==> src/rtl/upg_uart_loader.sv <==
// ============================================================================
// Module   : upg_uart_loader
// Purpose  : 8N1 UART receiver plus a loader FSM that assembles little-endian
//            words and drives the upg_* memory write port. Defining
//            UPG_CHECKSUM_EN adds a trailing mod-256 checksum byte.
// Revision : 1.0 - initial release
// ============================================================================
`default_nettype none

module upg_uart_loader #(
  parameter int CLK_HZ = 10_000_000,
  parameter int BAUD   = 115200,
  parameter int ADDR_W = 14
) (
  input  logic              upg_clk_i,
  input  logic              upg_rst_i,
  input  logic              rx_i,
  output logic              upg_wen_o,
  output logic [ADDR_W-1:0] upg_adr_o,
  output logic [31:0]       upg_dat_o,
  output logic              upg_done_o,
  output logic              err_o
);

  localparam int DIV  = CLK_HZ / BAUD;
  localparam int HALF = DIV / 2;
  localparam int CW   = $clog2(DIV + 1);
  localparam logic [CW-1:0] C_DIV_M1  = CW'(DIV - 1);
  localparam logic [CW-1:0] C_HALF_M1 = CW'(HALF - 1);

  typedef enum logic [1:0] {
    RX_IDLE  = 2'd0,
    RX_START = 2'd1,
    RX_DATA  = 2'd2,
    RX_STOP  = 2'd3
  } rx_state_t;

  typedef enum logic [2:0] {
    LD_LEN0 = 3'd0,
    LD_LEN1 = 3'd1,
    LD_DATA = 3'd2,
`ifdef UPG_CHECKSUM_EN
    LD_CSUM = 3'd3,
`endif
    LD_DONE = 3'd4,
    LD_ERR  = 3'd5
  } ld_state_t;

  rx_state_t       rx_state_q;
  logic [1:0]      rx_sync_q;
  logic [CW-1:0]   cnt_q;
  logic [2:0]      bit_idx_q;
  logic [7:0]      shreg_q;
  logic            byte_valid_q;
  logic            frame_err_q;
  logic            rx_s;

  assign rx_s = rx_sync_q[1];

  // Receiver: start bit re-checked at mid-bit, data/stop sampled every DIV cycles
  always_ff @(posedge upg_clk_i) begin
    if (upg_rst_i) begin
      rx_state_q   <= RX_IDLE;
      rx_sync_q    <= 2'b11;
      cnt_q        <= '0;
      bit_idx_q    <= '0;
      shreg_q      <= '0;
      byte_valid_q <= 1'b0;
      frame_err_q  <= 1'b0;
    end else begin
      rx_sync_q    <= {rx_sync_q[0], rx_i};
      byte_valid_q <= 1'b0;
      frame_err_q  <= 1'b0;
      case (rx_state_q)
        RX_IDLE: begin
          if (!rx_s) begin
            cnt_q      <= '0;
            rx_state_q <= RX_START;
          end
        end
        RX_START: begin
          if (cnt_q == C_HALF_M1) begin
            cnt_q      <= '0;
            bit_idx_q  <= '0;
            rx_state_q <= rx_s ? RX_IDLE : RX_DATA;
          end else begin
            cnt_q <= cnt_q + 1'b1;
          end
        end
        RX_DATA: begin
          if (cnt_q == C_DIV_M1) begin
            cnt_q     <= '0;
            shreg_q   <= {rx_s, shreg_q[7:1]};
            bit_idx_q <= bit_idx_q + 1'b1;
            if (bit_idx_q == 3'd7) rx_state_q <= RX_STOP;
          end else begin
            cnt_q <= cnt_q + 1'b1;
          end
        end
        RX_STOP: begin
          if (cnt_q == C_DIV_M1) begin
            cnt_q      <= '0;
            rx_state_q <= RX_IDLE;
            if (rx_s) byte_valid_q <= 1'b1;
            else      frame_err_q  <= 1'b1;
          end else begin
            cnt_q <= cnt_q + 1'b1;
          end
        end
        default: rx_state_q <= RX_IDLE;
      endcase
    end
  end

  ld_state_t   ld_state_q;
  logic [15:0] len_q;
  logic [15:0] widx_q;
  logic [1:0]  bidx_q;
  logic [23:0] word_q;
  logic        wen_q;
  logic [ADDR_W-1:0] adr_q;
  logic [31:0] dat_q;
  logic        done_q;
  logic        err_q;
`ifdef UPG_CHECKSUM_EN
  logic [7:0]  sum_q;
`endif

  always_ff @(posedge upg_clk_i) begin
    if (upg_rst_i) begin
      ld_state_q <= LD_LEN0;
      len_q      <= '0;
      widx_q     <= '0;
      bidx_q     <= '0;
      word_q     <= '0;
      wen_q      <= 1'b0;
      adr_q      <= '0;
      dat_q      <= '0;
      done_q     <= 1'b0;
      err_q      <= 1'b0;
`ifdef UPG_CHECKSUM_EN
      sum_q      <= '0;
`endif
    end else begin
      wen_q <= 1'b0;
      if (ld_state_q == LD_DONE) done_q <= 1'b1;
      if (frame_err_q && ld_state_q != LD_DONE) begin
        ld_state_q <= LD_ERR;
        err_q      <= 1'b1;
      end else if (byte_valid_q) begin
        case (ld_state_q)
          LD_LEN0: begin
            len_q[7:0] <= shreg_q;
            ld_state_q <= LD_LEN1;
          end
          LD_LEN1: begin
            len_q[15:8] <= shreg_q;
            widx_q      <= '0;
            bidx_q      <= '0;
`ifdef UPG_CHECKSUM_EN
            sum_q       <= '0;
            ld_state_q  <= ({shreg_q, len_q[7:0]} == 16'd0) ? LD_CSUM : LD_DATA;
`else
            if ({shreg_q, len_q[7:0]} == 16'd0) begin
              ld_state_q <= LD_DONE;
              done_q     <= 1'b1;
            end else begin
              ld_state_q <= LD_DATA;
            end
`endif
          end
          LD_DATA: begin
`ifdef UPG_CHECKSUM_EN
            sum_q <= sum_q + shreg_q;
`endif
            bidx_q <= bidx_q + 1'b1;
            case (bidx_q)
              2'd0: word_q[7:0]   <= shreg_q;
              2'd1: word_q[15:8]  <= shreg_q;
              2'd2: word_q[23:16] <= shreg_q;
              default: begin
                dat_q  <= {shreg_q, word_q};
                adr_q  <= ADDR_W'(widx_q);
                wen_q  <= 1'b1;
                widx_q <= widx_q + 1'b1;
                if (widx_q == len_q - 16'd1) begin
`ifdef UPG_CHECKSUM_EN
                  ld_state_q <= LD_CSUM;
`else
                  ld_state_q <= LD_DONE;
`endif
                end
              end
            endcase
          end
`ifdef UPG_CHECKSUM_EN
          LD_CSUM: begin
            if (shreg_q == sum_q) begin
              ld_state_q <= LD_DONE;
              done_q     <= 1'b1;
            end else begin
              ld_state_q <= LD_ERR;
              err_q      <= 1'b1;
            end
          end
`endif
          default: ;
        endcase
      end
    end
  end

  assign upg_wen_o  = wen_q;
  assign upg_adr_o  = adr_q;
  assign upg_dat_o  = dat_q;
  assign upg_done_o = done_q;
  assign err_o      = err_q;

endmodule

`default_nettype wire

==> config.mk <==
export PLATFORM = sky130hd
export DESIGN_NAME = upg_uart_loader
export DESIGN_NICKNAME = d
export VERILOG_FILES = /design/src/rtl/upg_uart_loader.sv
export SDC_FILE = /design/constraint.sdc
export NUM_CORES = 1
export LEC_CHECK = 0
export CAP_MARGIN = 20
export CELL_PAD_IN_SITES_DETAIL_PLACEMENT = 0
export CELL_PAD_IN_SITES_GLOBAL_PLACEMENT = 1
export CORE_MARGIN = 5
export CORE_UTILIZATION = 48
export CTS_BUF_LIST = sky130_fd_sc_hd__clkbuf_4 sky130_fd_sc_hd__clkbuf_8
export DETAILED_ROUTE_END_ITERATION = 7
export GPL_TIMING_DRIVEN = 0
export PLACE_DENSITY_LB_ADDON = 0.08
export SYNTH_ARGS = -nofsm -noshare
export SYNTH_HDL_FRONTEND = slang
export SYNTH_SLANG_ARGS = --single-unit
==> constraint.sdc <==
create_clock -name upg_clk_i -period 7.5 [get_ports upg_clk_i]
set_clock_uncertainty 0.15 [all_clocks]
set_input_delay 1.125 -clock upg_clk_i [delete_from_list [all_inputs] [get_ports upg_clk_i]]
set_output_delay 1.125 -clock upg_clk_i [all_outputs]
set_load 0.01 [all_outputs]
==> summary.txt <==
Num CTS Buffers - 17
Clock Sinks - 134
type of the worst min-delay path - reg -> reg
first-pass GRT wire length - 24910 µm
Starting Density - 0.4877
antenna violations before repair - 0
htree depth - 4
status - complete, no violations
TritonCTS clock tree - yes
VDD IR-drop max - 0.1262 mV
crit-path max FO - 8
clock buffer depth - 2
critical path data required time - 7680 ps
Final TNS setup - 0 ps
syn_area_per_cell - 7.980 µm²
largest net degree at the start of global routing - 17
Final #Nets - 815
critical path class - reg -> reg
Synth Net Count - 746
core area - 11960 µm²
Rel. slew slack - 0.5356
Die Ht - 120.2 µm
PostCTS Resize Cnt - 0
IO buf count - 50
residual DRC count - 0
Tmin final - 2789 ps
top_reg_cell synth - dfxtp_1
global-route congestion overflow total - 0
Row Count - 40
Final Max Slew Viols - 0
Routed WL - 15050 µm
placed instance count - 928
Final HPWL DP - 10850 µm
Tightest Pin Transition - 696.6 ps
Final setup viols - 0
setup bufs post-CTS - 0
via total after detailed routing - 5104
PwrDens - 199.5 nW/µm²
RSZ-0062 raised after global routing - false
startpoint types - register
Clock Latency Late Sink - 440 ps
Mapped Area - 5833 µm²
leakage - 0.002311 µW
die width - 120.2 µm
DRT Pass-1 Iters - 5
share of cells above drive strength 1 - 0.06150
total power - 1384 µW
sequential share of the synthesized area - 0.4599
vias per cell - 5.317
ys async rst share - 0
Synth Instances - 731
area grow syn2layout - 18.96%
DRT antenna net count - 0
Die ar. - 14460 µm²
final hold vios - 0
Worst-path clk slew - 70 ps
post-place setup slack - 4642 ps
GRT Resource Usage Total - 0.2144
ant diodes - 0
Iter 0 DRT Violations - 294
final std cells w/o fill - 960
hold buffer count at CTS - 0
EDFF count, synth - 0
GP Congestion - 0.8831
Final Util - 0.5801
fin crit share - 0.3718
Max-cap violations - 0
Syn. warnings - 0
max frequency - 0.3586 GHz
final worst setup slack - 4711 ps
routed length per instance - 15.68 µm
Netlist cell types - 49
Ports - 52
Worst Setup End Kind - register
Synth Register Bits - 134
CTS root buf - clkbuf_8
number of global-route vias before repair - 5073
Critical Path AT - 2970 ps
==> sequential cells by signal (all words and copies together), names as in the netlist, 2 cells and up, named ones only <==
register    flops
ld_state_q      3
cnt_q           7
widx_q         16
word_q         24
rx_sync_q       2
bit_idx_q       3
upg_adr_o      14
shreg_q         8
upg_dat_o      32
len_q          16
bidx_q          2
==> final cells by class <==
class	instances	area, µm²
buffer	56	241.5
fill	1127	5022
clock buffer	18	247.7
clock inverter	14	173.9
multi-input combinational	531	2872
timing repair buffer	50	500.5
inverter	10	37.54
sequential	134	2683
tap	147	183.9
==> worst max-delay path: stages, from the launching register on <==
cell and delay [ps]:
dfxtp_1 310, buf_6 130, or4_4 520, buf_6 140
or4_4 470, nor3_2 140, mux2i_1 110, a211oi_2 190
nand4_1 240, a22o_1 270
==> cells in the final DEF (no fill, tap or decap), types with 3 or more instances in the layout <==
cell type / count
nand2_1: 156
clkbuf_1: 46
bufinv_16: 3
xnor2_1: 16
nand3b_1: 3
and3_1: 3
a21oi_1: 104
nand4_1: 8
a211oi_1: 4
nor4b_1: 4
nor2_1: 57
buf_1: 4
ha_1: 12
nand2b_1: 4
o21ai_0: 9
nor3_1: 6
buf_6: 3
clkinv_2: 3
xor2_1: 15
nor4_1: 8
mux2i_1: 14
clkbuf_8: 18
nor2b_1: 11
nor3b_1: 6
dfxtp_1: 134
a22oi_1: 3
nand3_1: 56
or3_1: 3
inv_6: 3
inv_1: 10
clkdlybuf4s50_1: 50
clkinv_4: 4
==> cells by family (layout without fill, tap and decap cells) <==
family | Yosys count | after routing | share of synthesized area
and+or+nand+nor | 343 | 343 | 0.2746
buffers and inverters | 66 | 148 | 0.04783
DFF | 134 | 134 | 0.4599
xor gates and xnor gates | 31 | 31 | 0.04655
AOI/OAI and AO/OA | 130 | 130 | 0.1195
muxes | 15 | 15 | 0.02595
adders and majority gates | 12 | 12 | 0.02574
==> worst paths after layout <==
| kind | start | to | slack (ps) | cells after the start |
|---|---|---|---|---|
| worst min register to register | rx_sync_q[0] | rx_sync_q[1] | 260 | 1 |
| worst min-delay path | rx_sync_q[0] | rx_sync_q[1] | 260 | 1 |
| worst max-delay path | len_q[2] | ld_state_q[1] | 4710 | 9 |
| worst max register to register | len_q[2] | ld_state_q[1] | 4710 | 9 |
==> power by group <==
part | switching [µW] | leakage (µW) | internal [µW]
registers | 2.19 | 0.00108 | 713
clock network | 291 | 0.000214 | 341
logic | 27.7 | 0.00102 | 9.30
total | 321 | 0.00231 | 1060
==> layer usage <==
| layer | track usage | vias to the layer above | share of wire |
|---|---|---|---|
| met5 | 0 | - | 0 |
| met4 | 0.07932 | 0 | 0.016 |
| met3 | 0.04537 | 23 | 0.037 |
| met2 | 0.3734 | 86 | 0.50 |
| met1 | 0.2608 | 2394 | 0.44 |
| li1 | - | 2601 | - |
==> cells in the mapped netlist (all sizes together) (8+ instances only) <==
cell	n	area, µm²
dfxtp	134	2683
o21ai	9	45.04
a21oi	104	520.5
nor2	57	214.0
inv	10	37.54
nand4	8	50.05
mux2i	14	140.1
nand3	56	280.3
ha	12	150.1
nor4	9	62.56
clkbuf	47	177.7
nor2b	11	68.82
xnor2	16	140.1
nand2	156	585.6
xor2	15	131.4
buf	9	63.80
==> stage by stage <==
step,instance area (µm²),hold slack [ps]
finish,6939,262.5
global route,6939,303.3
CTS,6939,261.8
detailed placement,6518,245.8
global placement,6518,246.8
floorplan,5833,239.5
Note: power is estimated with default switching activity, not from simulation.
